File: config.mk
export PLATFORM = sky130hd
export DESIGN_NAME = sym_operand_loader
export DESIGN_NICKNAME = d
export VERILOG_FILES = /design/src/rtl/sym_operand_loader.sv
export SDC_FILE = /design/constraint.sdc
export NUM_CORES = 1
export LEC_CHECK = 0
export BUFFER_PORTS_ARGS = -buffer_cell sky130_fd_sc_hd__buf_2
export CORE_MARGIN = 2
export CORE_UTILIZATION = 51
export DETAILED_ROUTE_END_ITERATION = 16
export HOLD_SLACK_MARGIN = 0.03
export PLACE_DENSITY = 0.71
export SYNTH_ARGS = -nofsm -noshare
export SYNTH_HDL_FRONTEND = slang
export SYNTH_SLANG_ARGS = --single-unit
File: constraint.sdc
create_clock -name clk -period 8 [get_ports clk]
set_clock_uncertainty 0.05 [all_clocks]
set_input_delay 1.6 -clock clk [delete_from_list [all_inputs] [get_ports clk]]
set_output_delay 1.6 -clock clk [all_outputs]
set_load 0.05 [all_outputs]
File: src/rtl/sym_operand_loader.sv
// Byte-stream front end for the sym lane-arithmetic stage: packs 16 bytes into
// the A/B/C/I operand words and presents each set through a registered valid/ready slot.
module sym_operand_loader #(
  parameter int unsigned CNT_W = 16
) (
  input  logic             clk,
  input  logic             rst,
  input  logic [7:0]       in_data,
  input  logic             in_sof,
  input  logic             in_valid,
  output logic             in_ready,
  output logic [31:0]      A,
  output logic [31:0]      B,
  output logic [31:0]      C,
  output logic [31:0]      I,
  output logic             op_valid,
  input  logic             op_ready,
  output logic             frame_err,
  output logic             mask_err,
  output logic [CNT_W-1:0] sets_out
);

  localparam int unsigned BYTE_W = 8;
  localparam int unsigned IDX_W  = 4;
  localparam int unsigned WORD_W = 32;
  localparam int unsigned SET_W  = 4 * WORD_W;
  localparam int unsigned POS_W  = IDX_W + 3;

  typedef enum logic {S_FILL, S_HOLD} state_t;

  state_t             r_state;
  logic [IDX_W-1:0]   r_cnt;
  logic [SET_W-1:0]   r_buf;
  logic [WORD_W-1:0]  r_a, r_b, r_c, r_i;
  logic               r_op_valid;
  logic               r_in_ready;
  logic               r_frame_err;
  logic               r_mask_err;
  logic [CNT_W-1:0]   r_sets;

  logic               w_accept;
  logic               w_slot_free;
  logic [IDX_W-1:0]   w_k;
  logic               w_last;
  logic               w_mask_hit;
  logic [POS_W-1:0]   w_pos;
  logic [SET_W-1:0]   w_set;

  assign w_accept    = in_valid && r_in_ready;
  assign w_slot_free = !r_op_valid || op_ready;
  // A start-of-set byte always lands in slot 0, whatever the counter says.
  assign w_k         = in_sof ? '0 : r_cnt;
  assign w_last      = (w_k == IDX_W'(15));
  assign w_mask_hit  = (w_k[IDX_W-1 -: 2] == 2'b11) && (in_data > 8'd1);
  // Byte k sits at bit offset (15-k)*8, so byte 0 is A[31:24] and byte 15 is I[7:0].
  assign w_pos       = {~w_k, 3'b000};

  always_comb begin
    w_set = r_buf;
    w_set[w_pos +: BYTE_W] = in_data;
  end

  always_ff @(posedge clk) begin
    if (rst) begin
      r_state     <= S_FILL;
      r_cnt       <= '0;
      r_buf       <= '0;
      r_a         <= '0;
      r_b         <= '0;
      r_c         <= '0;
      r_i         <= '0;
      r_op_valid  <= 1'b0;
      r_in_ready  <= 1'b1;
      r_frame_err <= 1'b0;
      r_mask_err  <= 1'b0;
      r_sets      <= '0;
    end else begin
      r_frame_err <= 1'b0;
      if (r_op_valid && op_ready) begin
        r_op_valid <= 1'b0;
        r_sets     <= r_sets + CNT_W'(1);
      end
      case (r_state)
        S_FILL: begin
          if (w_accept) begin
            r_buf <= w_set;
            r_cnt <= w_last ? '0 : w_k + IDX_W'(1);
            if (in_sof && (r_cnt != '0)) r_frame_err <= 1'b1;
            if (w_mask_hit) r_mask_err <= 1'b1;
            if (w_last) begin
              if (w_slot_free) begin
                {r_a, r_b, r_c, r_i} <= w_set;
                r_op_valid           <= 1'b1;
              end else begin
                r_state    <= S_HOLD;
                r_in_ready <= 1'b0;
              end
            end
          end
        end
        S_HOLD: begin
          // Completed set parked in r_buf until the output slot opens.
          if (w_slot_free) begin
            {r_a, r_b, r_c, r_i} <= r_buf;
            r_op_valid           <= 1'b1;
            r_state              <= S_FILL;
            r_in_ready           <= 1'b1;
          end
        end
        default: r_state <= S_FILL;
      endcase
    end
  end

  assign in_ready  = r_in_ready;
  assign A         = r_a;
  assign B         = r_b;
  assign C         = r_c;
  assign I         = r_i;
  assign op_valid  = r_op_valid;
  assign frame_err = r_frame_err;
  assign mask_err  = r_mask_err;
  assign sets_out  = r_sets;

endmodule

**Word-level counts from Yosys, hierarchy flattened**

Cells that the tools add are included.

- Register bits: 281
- Output and inout port bits: 148
- Word-level logic and storage cells: 78

- $add $sub $neg: 3
- Order comparisons: 1
- Equal/unequal tests: 7
- Shift-type cells: 2
- Mux-type cells: 38
- Bitwise logic cells: 3
- Reduce and logical (&&, ||, !) cells: 12

Operators by type and width:

| kind | number |
|---|---|
| $mux W32 | 16 |
| $pmux W32 S2 | 4 |
| $bwmux W128 | 1 |
| $shift A8 B9 Y128 const A | 1 |
| $shiftx A8 B9 Y128 | 1 |
| $add A16 B1 Y16 const B | 1 |
| $mux W1 | 12 |
| $neg A7 Y9 | 1 |
| $gt A8 B1 Y1 const B | 1 |
| $mux W4 | 2 |
| $ne A2 B2 Y1 const B | 4 |
| $reduce_and A4 Y1 | 2 |
| $pmux W1 S2 | 3 |
| $add A4 B1 Y4 const B | 1 |
| $eq A4 B4 Y1 const B | 1 |
| $logic_and A1 B1 Y1 | 4 |
| $not A4 Y4 | 1 |
| $reduce_bool A4 Y1 | 1 |
| $reduce_and A3 Y1 | 1 |
| $reduce_or A3 Y1 | 1 |
| $eq A2 B2 Y1 const B | 1 |
| $ne A2 B1 Y1 const B | 1 |
| $not A1 Y1 | 2 |
| $reduce_and A2 Y1 | 1 |
| 2 further kinds | 2 |

**Logic depth before layout (Yosys ltp)**

Gate-level depths: netlist of the first run.

- Word-level depth: 9
- Depth in mapped cells: 12
- Mapped depth without buffers: 7

**Worst setup path before layout of the first run**

No wires, ideal clock.

- Path type: input to register
- Start point: input in_sof
- End point: register r_buf[10]
- Setup time: 75 ps
- Arrival: 3647 ps
- Slack: 4228 ps
- Stages: 9
- Path buffers: 3
- Path through: buf_2 -> nor2b_1 -> buf_1 -> ha_1 -> buf_2 -> a21o_1 -> o21ai_1 -> a41oi_2 -> mux2i_1

- Word-level cells in the longest chain between the ends: 5
- Elaborated cells on any way between the ends: 6
- Classes of those cells: add/sub: 1; shift: 2; mux: 2; bitwise: 1

Ends and longest elaborated chain:

| what | RTL line | text |
|---|---|---|
| start: declaration | 9 | `input logic in_sof,` |
| $mux W4 * | 52 | `assign w_k = in_sof ? '0 : r_cnt;` |
| $not A4 Y4 * | 56 | `assign w_pos = {~w_k, 3'b000};` |
| $neg A7 Y9 * | 60 | `w_set[w_pos +: BYTE_W] = in_data;` |
| $shiftx A8 B9 Y128 / $shift A8 B9 Y128 (equally long branches) | 60 |  |
| $bwmux W128 * | 60 |  |
| end signal: assignment | 86 | `r_buf <= w_set;` |
| end: declaration | 33 | `logic [SET_W-1:0] r_buf;` |

Mark *: on every way between the ends. The rest lies on a longest branch, timed or not.
A chain may end at the register's enable or synchronous reset.

**Worst setup path after layout of the first run**

- Start point: input in_sof
- End point: register r_b[5], in the netlist B[5]

- Word-level cells in the longest chain between the ends: 9
- Elaborated cells on any way between the ends: 13
- Classes of those cells: add/sub: 1; eq/ne: 2; shift: 2; mux: 6; bitwise: 1; reduce/logical: 1

Ends and longest elaborated chain:

| what | RTL line | text |
|---|---|---|
| $mux W4 * | 52 |  |
| $not A4 Y4 | 56 |  |
| $neg A7 Y9 | 60 |  |
| $shiftx A8 B9 Y128 / $shift A8 B9 Y128 (equally long branches) | 60 |  |
| $bwmux W128 | 60 |  |
| $mux W32 | 91 | `if (w_slot_free) begin` |
| $mux W32 | 90 | `if (w_last) begin` |
| $mux W32 | 85 | `if (w_accept) begin` |
| $pmux W32 S2 | 83 | `case (r_state)` |
| end signal: assignment | 92 | `{r_a, r_b, r_c, r_i} <= w_set;` |
| end signal: assignment | 104 | `{r_a, r_b, r_c, r_i} <= r_buf;` |
| end: declaration | 34 | `logic [WORD_W-1:0] r_a, r_b, r_c, r_i;` |

Mark *: on every way between the ends. The rest lies on a longest branch, timed or not. The select of a mux whose other input is x is not followed.

==> results of run 1 <==
kinds of logic (layout without fill, tap and decap cells):
kind of cell / after synthesis / after routing / synth area share [%]
flops: 281 / 281 / 50.7
fa+ha+maj: 5 / 5 / 0.564
xor+xnor: 11 / 11 / 0.868
buf+inv: 100 / 226 / 4.25
mux: 112 / 112 / 10.1
simple gates: 349 / 349 / 18.5
compound gates: 251 / 251 / 15.0
worst max-delay path, delay by kind of cell:
kind	cells	cell delay [ns]
AND/OR/NAND/NOR	3	1.25
adder cells (fa/ha/maj)	1	0.61
AO/OA/AOI/OAI	2	0.35
buffers and inverters	3	1.11
cells in the final DEF (no fill, tap or decap), types with 4 or more instances in the layout:
cell         n
dfxtp_1    281
buf_2      159
nand2b_1   124
mux2i_1    112
a21oi_1     92
a22o_1      72
nor3_1      54
o21ai_0     54
nand3_1     46
clkbuf_16   28
nor2_1      27
nand2_1     14
nand3b_1    14
nand4_1     12
nor3b_1     10
and3_1       9
a211oi_1     9
buf_4        9
clkbuf_1     8
inv_1        7
xnor2_1      6
clkbuf_8     6
xor2_1       5
nor4_1       5
ha_1         5
clkinv_2     5
and2_1       4
or3_1        4
metrics by stage:
step / hold slack (ns) / worst slack (ns) / utilization (%) / std cells / total power, µW
after global routing: 0.432 / 3.14 / 60.3 / 1510 / 2840
after floorplan: 0.393 / 4.23 / - / 1109 / 1500
final: 0.414 / 3.43 / 60.3 / 1510 / 2760
after CTS: 0.413 / 3.52 / 60.3 / 1510 / 2780
after global placement: 0.398 / 3.07 / 56.1 / 1460 / 1520
after detailed placement: 0.402 / 2.95 / 56.1 / 1460 / 1520
power breakdown:
group	leakage [µW]	switching [µW]	total (µW)	internal [µW]
registers	0.00226	3.02	1410	1400
logic	0.00290	60.3	85.8	25.5
clock network	0.000438	535	1270	732
total	0.00560	598	2760	2160
worst max path at each step:
stage                     slack (ns)                endpoint  depth (start not counted)  startpoint
after floorplan                 4.23  r_buf[10]$_SDFFE_PP0P_                          9      in_sof
after global routing            3.14       B[5]$_SDFFE_PP0P_                          9      in_sof
after global placement          3.07       B[7]$_SDFFE_PP0P_                          9      in_sof
final                           3.43       B[5]$_SDFFE_PP0P_                          9      in_sof
after detailed placement        2.95       A[6]$_SDFFE_PP0P_                          9      in_sof
after CTS                       3.52       B[5]$_SDFFE_PP0P_                          9      in_sof
layout make-up:
cell class	instances	area share [%]
Timing Repair Buffer	169	6.84
Multi-Input combinational cell	728	39.3
Clock inverter	8	0.616
Tap cell	275	2.69
Sequential cell	281	44.0
Clock buffer	42	6.36
Inverter	7	0.205
flip-flops by register name, indices dropped and copies added, names as in the netlist, 4 cells and up:
signal,cells
B,32
A,32
sets_out,16
I,32
r_buf,128
C,32
r_cnt,4
routing by layer:
layer | routed length, µm | up-vias | part of all wire [%] | global-route usage [%]
li1 | - | 4181 | - | -
met1 | 13400 | 4108 | 49 | 35.4
met2 | 11700 | 250 | 43 | 34.3
met3 | 1660 | 40 | 6.1 | 3.86
met4 | 510 | 0 | 1.9 | 5.42
met5 | 0 | - | 0 | 0
==> results_dict.tcl, run 1 <==
set metrics [dict create \
    post-cts-setup-buffer-count 0 \
    grt_overflow_total 0 \
    period_share_pct 57.1 \
    core_area_mm2 0.0212 \
    rsz0062_at_grt "no" \
    fin_setup_tns_ns 0 \
    clkLatencyLatePin_ns 0.55 \
    status "finished, final reports clean" \
    power_per_cell_area_mw_per_mm2 216 \
    cp_slowest_cell "nor2b_1" \
    r2r_slack_ns 4.16 \
    grt_max_degree 135 \
    cts_hold_buf 0 \
    drt_iter0_markers 536 \
    cap_violations 0 \
    yosys_warnings 0 \
    rr_endpoint "B[5]$_SDFFE_PP0P_" \
    rows 53 \
    numCtsBuffers 28 \
    cts_root_buffer "clkbuf_16" \
    yosys.cell_count.top_type "dfxtp_1" \
    tightest_slew_ns 1.13 \
    hold_path_depth 1 \
    ys_ff_latch 281 \
    min_to "B[6]$_SDFFE_PP0P_" \
    r2r-start "r_cnt[0]$_SDFFE_PP0P_" \
    synth_commonest_cells "dfxtp_1, nand2b_1, mux2i_1, a21oi_1, a22o_1" \
    nNetsFinal 1233 \
    synth-seq-area-share_pct 50.7 \
    dieArea_mm2 0.0230 \
    placed_area_mm2 0.0119 \
    die_w_um 152 \
    netlist_area_mm2 0.0111 \
    drc 0 \
    routed_wl_um 27300 \
    hold_start "r_buf[70]$_SDFFE_PP0P_" \
    synth_cells 1109 \
    ys.flop_type "dfxtp_1" \
    diodes 0 \
    clkSlewWorstSetupHoldPaths_ns 0.06 \
    crit_chain "buf_2, nor2b_1, ha_1, and4b_1, a31oi_4, buf_4, nor3_4, buf_4, a22o_1" \
    slew_headroom_pct 24.4 \
    fin_area_mm2 0.0128 \
    regArea_mm2 0.00563 \
    initial_utilization_pct 52.3 \
    cts-resized-gates 0 \
    grt_first_pass_wirelength_um 42600 \
    finalCriticalPeriod_ns 4.57 \
    crit_path_start_kind "input port" \
    dr.pass1.iters 5 \
    portBuffers 160 \
    crit_required_ns 8.44 \
    grt_pass1_vias 7847 \
    finalSetupViolCount 0 \
    via_per_inst 5.68 \
    ir_worst_vdd_mv 0.142 \
    track_usage_pct 23.2 \
    multiInputGateArea_mm2 0.00502 \
    tritoncts "done" \
    ios 161 \
    cts_buffer_depth 3 \
    wl_per_cell_um 18.1 \
    synth_top_area_share_pct 50.7 \
    die_h_um 152 \
    drive_above_1_share_pct 18.6 \
    crit_fanout 72 \
    syn_area_per_cell_um2 10.0 \
    worstPathArrival_ns 5.01 \
    routabilityCongestion 0.869 \
    fillers 1853 \
    cts.sinks 281 \
    crit_type "in -> reg" \
    synth_nets 1127 \
    hold_viol 0 \
    r2r_cells 8 \
    vias 8579 \
    postRouteAntennaNets 0 \
    synthToLayoutAreaGrowth_pct 15.2 \
    synth_top_area_cell "dfxtp_1" \
    synth-edff-count 0 \
    drv_slew 0 \
    antenna_found_initial 0 \
    hold_class "reg -> reg" \
    crit_top_cell "buf_4" \
    critPathMaxStageDelay_ns 0.63 \
    end_kind "register" \
    synth.distinct_cells 54 \
    yosys-top-cells-area "dfxtp_1, mux2i_1, nand2b_1" \
    p_leak_uw 0.00560 \
    dpl.hpwl_um 17500 \
    async_reset_ff_share_pct 0 \
    max_freq_mhz 219 \
    htree_levels 1 \
]
Note: power is estimated with default switching activity, not from simulation.
==> run 2: changes to the inputs <==
==> constraint.sdc (replaced) <==
create_clock -name clk -period 4.62 [get_ports clk]
set_clock_uncertainty 0.05 [all_clocks]
set_input_delay 0.924 -clock clk [delete_from_list [all_inputs] [get_ports clk]]
set_output_delay 0.924 -clock clk [all_outputs]
set_load 0.05 [all_outputs]
==> run 2 against run 1 <==
  * Final cell count rose by 0.33%
  * Sequential share of layout area fell by 0.34 points
  * Count of clock-buffer cells in the layout fell by 3
  * Via count rose by 0.94%
  * Wire length rose by 0.35%
  * Cell area rose by 0.77%
  * Die area did not move
  * Sequential cell count did not move
  * Global-route usage rose by 0.28 points
  * Power rose by 77%
  * Sequential power rose by 72%
  * Worst hold slack got worse by 0.0085 ns
  * Critical endpoint is now I[2]$_SDFFE_PP0P_
  * Highest routed layer unchanged
==> results_dict.tcl, run 2 (synthesized netlist as in run 1, its figures left out) <==
set metrics [dict create \
    status "finished, final reports clean" \
    finalSetupViolCount 0 \
    vias 8660 \
    r2r-start "r_cnt[0]$_SDFFE_PP0P_" \
    fin_ws_ns 1.42 \
    startpoint "in_sof" \
    cts-resized-gates 0 \
    cts_root_buffer "clkbuf_16" \
    fin_setup_tns_ns 0 \
    die_h_um 152 \
    final_cell_mix "dfxtp_1, buf_2, nand2b_1, mux2i_1, a21oi_1" \
    routed_wl_um 27400 \
    largest_register_ffs 128 \
    clkSlewWorstSetupHoldPaths_ns 0.07 \
    final_common_cell "dfxtp_1" \
    grt_overflow_total 0 \
    numCtsBuffers 28 \
    clkLatencyLatePin_ns 0.55 \
    nNetsFinal 1237 \
    hold_class "reg -> reg" \
    rr_endpoint "I[2]$_SDFFE_PP0P_" \
    drc 0 \
    hold_viol 0 \
    tightest_slew_ns 0.885 \
    tritoncts "done" \
    min_to "B[6]$_SDFFE_PP0P_" \
    fillers 1831 \
    placed_area_mm2 0.0119 \
    power_per_cell_area_mw_per_mm2 379 \
    cts_hold_buf 0 \
    via_per_inst 5.72 \
    r2r_cells 8 \
    top_register "r_buf" \
    grt_pass1_vias 7891 \
    crit_fanout 56 \
    r2r_slack_ns 1.50 \
    drive_above_1_share_pct 19.4 \
    post-cts-setup-buffer-count 0 \
    hold_path_depth 1 \
    crit_path_start_kind "input port" \
    wl_per_cell_um 18.1 \
    cts.sinks 281 \
    slew_headroom_pct 40.9 \
    p_leak_uw 0.00566 \
    cts_buffer_depth 3 \
    drt_iter0_markers 552 \
    portBuffers 160 \
    grt_first_pass_wirelength_um 43100 \
    grt_max_degree 137 \
    rsz0062_at_grt "no" \
    synthToLayoutAreaGrowth_pct 16.1 \
    crit_type "in -> reg" \
    period_share_pct 69.2 \
    rows 53 \
    diodes 0 \
    die_w_um 152 \
    dpl.hpwl_um 17900 \
    track_usage_pct 23.5 \
    dp_slack_ns 0.908 \
    postRouteAntennaNets 0 \
    finalCriticalPeriod_ns 3.20 \
    initial_utilization_pct 52.3 \
    routabilityCongestion 0.856 \
    max_freq_mhz 313 \
    ir_worst_vdd_mv 0.249 \
    worstPathArrival_ns 3.59 \
    cap_violations 0 \
    dr.pass1.iters 5 \
    hold_start "r_buf[70]$_SDFFE_PP0P_" \
    crit_required_ns 5.01 \
    drv_slew 0 \
    dieArea_mm2 0.0230 \
    ios 161 \
    end_kind "register" \
    core_area_mm2 0.0212 \
    htree_levels 1 \
    antenna_found_initial 0 \
    fin_area_mm2 0.0129 \
]
==> run 2: cell types whose count changed in the layout (fill, tap and decap cells not counted) <==
| cell | change |
|---|---|
| clkinv_2 | +2 |
| bufinv_16 | +1 |
| buf_4 | +3 |
| clkbuf_8 | +2 |
| buf_12 | +1 |
| clkinvlp_4 | +1 |
| clkbuf_1 | -5 |
==> run 2: stage by stage <==
stage | total power, µW | hold slack, ns | utilization, % | instances
5_1_grt | 5030 | 0.433 | 60.7 | 1515
3_5_place_dp | 2640 | 0.403 | 56.3 | 1464
4_1_cts | 4910 | 0.409 | 60.7 | 1515
3_3_place_gp | 2630 | 0.399 | 56.3 | 1464
6_report | 4880 | 0.406 | 60.7 | 1515
2_1_floorplan | 2590 | 0.393 | - | 1109
==> run 2: routing by layer <==
metal,global-route usage [%],wire [µm],vias to the layer above
met1,36.2,13500,4145
met5,0,0,-
li1,-,-,4200
met4,5.28,486,0
met3,3.23,1700,42
met2,34.9,11700,273
==> run 2: worst max-delay path by stage <==
stage,cells after the start,slack (ns),end
finish,9,1.42,I[2]$_SDFFE_PP0P_
global route,9,1.22,I[2]$_SDFFE_PP0P_
CTS,9,1.46,I[2]$_SDFFE_PP0P_
detailed placement,9,0.91,I[2]$_SDFFE_PP0P_
global placement,9,1.01,I[15]$_SDFFE_PP0P_
floorplan,9,1.52,r_buf[10]$_SDFFE_PP0P_
==> run 2: area by class of cell <==
cell class	count	area [µm²]	share of cell area, %
Multi-Input combinational cell	728	5020	39.0
Clock buffer	39	822	6.38
Clock inverter	12	126	0.981
Timing Repair Buffer	173	917	7.12
Sequential cell	281	5630	43.7
Tap cell	275	344	2.67
Inverter	7	26.3	0.204
==> run 2: critical path, stage by stage <==
cell and delay, ns:
buf_2 0.21, nor2b_1 0.14, buf_4 0.18, ha_1 0.50
and4b_1 0.46, a31o_2 0.25, buf_4 0.51, a21oi_1 0.15
a211oi_1 0.25
==> run 2: report_power, final <==
group | internal, µW | total [µW] | switching, µW
combinational | 46.0 | 151 | 105
clock | 1350 | 2290 | 942
sequential | 2430 | 2430 | 5.09
total | 3830 | 4880 | 1050
==> run 3: changes to the inputs <==
--- a/config.mk
+++ b/config.mk
@@ -10,7 +10,7 @@
 export CORE_UTILIZATION = 51
 export DETAILED_ROUTE_END_ITERATION = 16
 export HOLD_SLACK_MARGIN = 0.03
-export PLACE_DENSITY = 0.71
+export PLACE_DENSITY = 0.74
 export SYNTH_ARGS = -nofsm -noshare
 export SYNTH_HDL_FRONTEND = slang
 export SYNTH_SLANG_ARGS = --single-unit
==> constraint.sdc (replaced) <==
create_clock -name clk -period 2.9 [get_ports clk]
set_clock_uncertainty 0.05 [all_clocks]
set_input_delay 0.58 -clock clk [delete_from_list [all_inputs] [get_ports clk]]
set_output_delay 0.58 -clock clk [all_outputs]
set_load 0.05 [all_outputs]
==> run 3 against run 2 <==
  * Non-clock buffer count grew 19
  * Via count up 0.69%
  * Sequential share of layout area decreased by 0.73 points
  * First-iteration DRC count is 18% higher
  * Power rose by 64%
  * Utilization increased by 1.0 points
  * Highest routed layer unchanged
==> results_dict.tcl, run 3 (synthesized netlist as in run 1, its figures left out) <==
set metrics [dict create \
    critPathMaxStageDelay_ns 0.47 \
    die_w_um 152 \
    grt_max_degree 126 \
    r2r_cells 7 \
    finalSetupViolCount 0 \
    drc 0 \
    finalCriticalPeriod_ns 2.60 \
    core_area_mm2 0.0212 \
    final_common_cell "dfxtp_1" \
    grt_overflow_total 0 \
    top_register "r_buf" \
    hold_path_depth 3 \
    hold_class "in -> reg" \
    worstPathArrival_ns 2.99 \
    final_cell_mix "dfxtp_1, buf_2, nand2b_1, mux2i_1, a21oi_1" \
    status "finished, final reports clean" \
    clkLatencyLatePin_ns 0.54 \
    ios 161 \
    drt_iter0_markers 651 \
    post-cts-setup-buffer-count 0 \
    tightest_slew_ns 0.775 \
    antenna_found_initial 0 \
    max_freq_mhz 384 \
    worst_path_dominant_cell_family "simple AND/OR/NAND/NOR gates" \
    fin_setup_tns_ns 0 \
    dieArea_mm2 0.0230 \
    dp_cells 1483 \
    numCtsBuffers 29 \
    crit_required_ns 3.28 \
    hold_viol 0 \
    cap_violations 0 \
    dpl.hpwl_um 18500 \
    ir_worst_vdd_mv 0.397 \
    portBuffers 160 \
    cts.sinks 281 \
    clkSlewWorstSetupHoldPaths_ns 0.06 \
    cp_slowest_cell "dfxtp_1" \
    crit_fanout 72 \
    routed_wl_um 27800 \
    period_share_pct 89.8 \
    largest_register_ffs 128 \
    worst-path-buf-inv 1 \
    cp.depth 7 \
    crit_chain "nor2b_1, ha_1, and4b_1, a31o_2, a21oi_4, buf_12, a22o_1" \
    p_leak_uw 0.00578 \
    cts_buffer_depth 3 \
    crit_type "reg -> reg" \
    crit_path_start_kind "register" \
    nNetsFinal 1257 \
    die_h_um 152 \
    vias 8720 \
    power_per_cell_area_mw_per_mm2 610 \
    rsz0062_at_grt "no" \
    initial_utilization_pct 52.3 \
    r2r_slack_ns 0.30 \
    htree_levels 1 \
    end_kind "register" \
    drive_above_1_share_pct 20.9 \
    rows 53 \
    via_per_inst 5.68 \
    finalNonFillerCells 1536 \
    postRouteAntennaNets 0 \
    diodes 0 \
    cts_hold_buf 0 \
    synthToLayoutAreaGrowth_pct 18.1 \
    grt_first_pass_wirelength_um 43500 \
    drv_slew 0 \
    grt_pass1_vias 8195 \
    wl_per_cell_um 18.1 \
    routabilityCongestion 0.903 \
    cts-resized-gates 0 \
    tritoncts "done" \
    slew_headroom_pct 48.4 \
    cts_root_buffer "clkbuf_16" \
    track_usage_pct 23.6 \
    dr.pass1.iters 5 \
]
run 3: cell types whose count changed in the layout (fill, tap and decap cells not counted), sizes merged:
cell      change
buf          +19
bufinv        +1
clkinv        -2
clkinvlp      +1
inv           +2
run 3: report_power, final:
part	internal, µW	switching, µW	leakage, µW
Sequential	3870	8.00	0.00226
Clock	2330	1540	0.000499
Combinational	80.0	172	0.00302
run 3: cell type report:
type / instances / area (µm²)
clock buffer: 39 / 853
timing repair buffer: 192 / 1070
clock inverter: 14 / 160
sequential: 281 / 5630
inverter: 7 / 26.3
tap: 275 / 344
multi-input combinational: 728 / 5020
fill: 1805 / 8110
run 3: worst paths after layout:
check                              start                        to
hold / removal                  op_ready  sets_out[1]$_SDFFE_PP0P_
setup reg to reg   r_cnt[0]$_SDFFE_PP0P_        B[21]$_SDFFE_PP0P_
setup / recovery   r_cnt[0]$_SDFFE_PP0P_        B[21]$_SDFFE_PP0P_
hold reg to reg   r_buf[22]$_SDFFE_PP0P_        I[22]$_SDFFE_PP0P_
run 3: worst register-to-register path, stage by stage, from the launching register on:
cell and delay [ns]:
dfxtp_1 0.47, nor2b_1 0.29, ha_1 0.35, and4b_1 0.42, a31o_2 0.26, a21oi_4 0.08
buf_12 0.23, a22o_1 0.35
run 3: per-stage QoR:
step	worst slack [ns]	cell area, µm²	hold slack, ns	total power [µW]	utilization (%)
6_report	0.296	13100	0.331	7990	61.8
5_1_grt	0.134	13100	0.349	8220	61.8
4_1_cts	0.332	13100	0.319	8050	61.8
3_5_place_dp	0.0904	12100	0.400	4210	57.0
3_3_place_gp	0.191	12100	0.400	4210	57.0
2_1_floorplan	0.148	11100	0.393	4130	-
run 3: per-layer routing:
metal	share of wire (%)	track usage, %	routed length (µm)	up-vias
li1	-	-	-	4242
met1	48	34.7	13300	4134
met2	43	35.7	12000	282
met3	6.5	3.98	1810	62
met4	2.5	7.08	702	0
met5	0	0	0	-
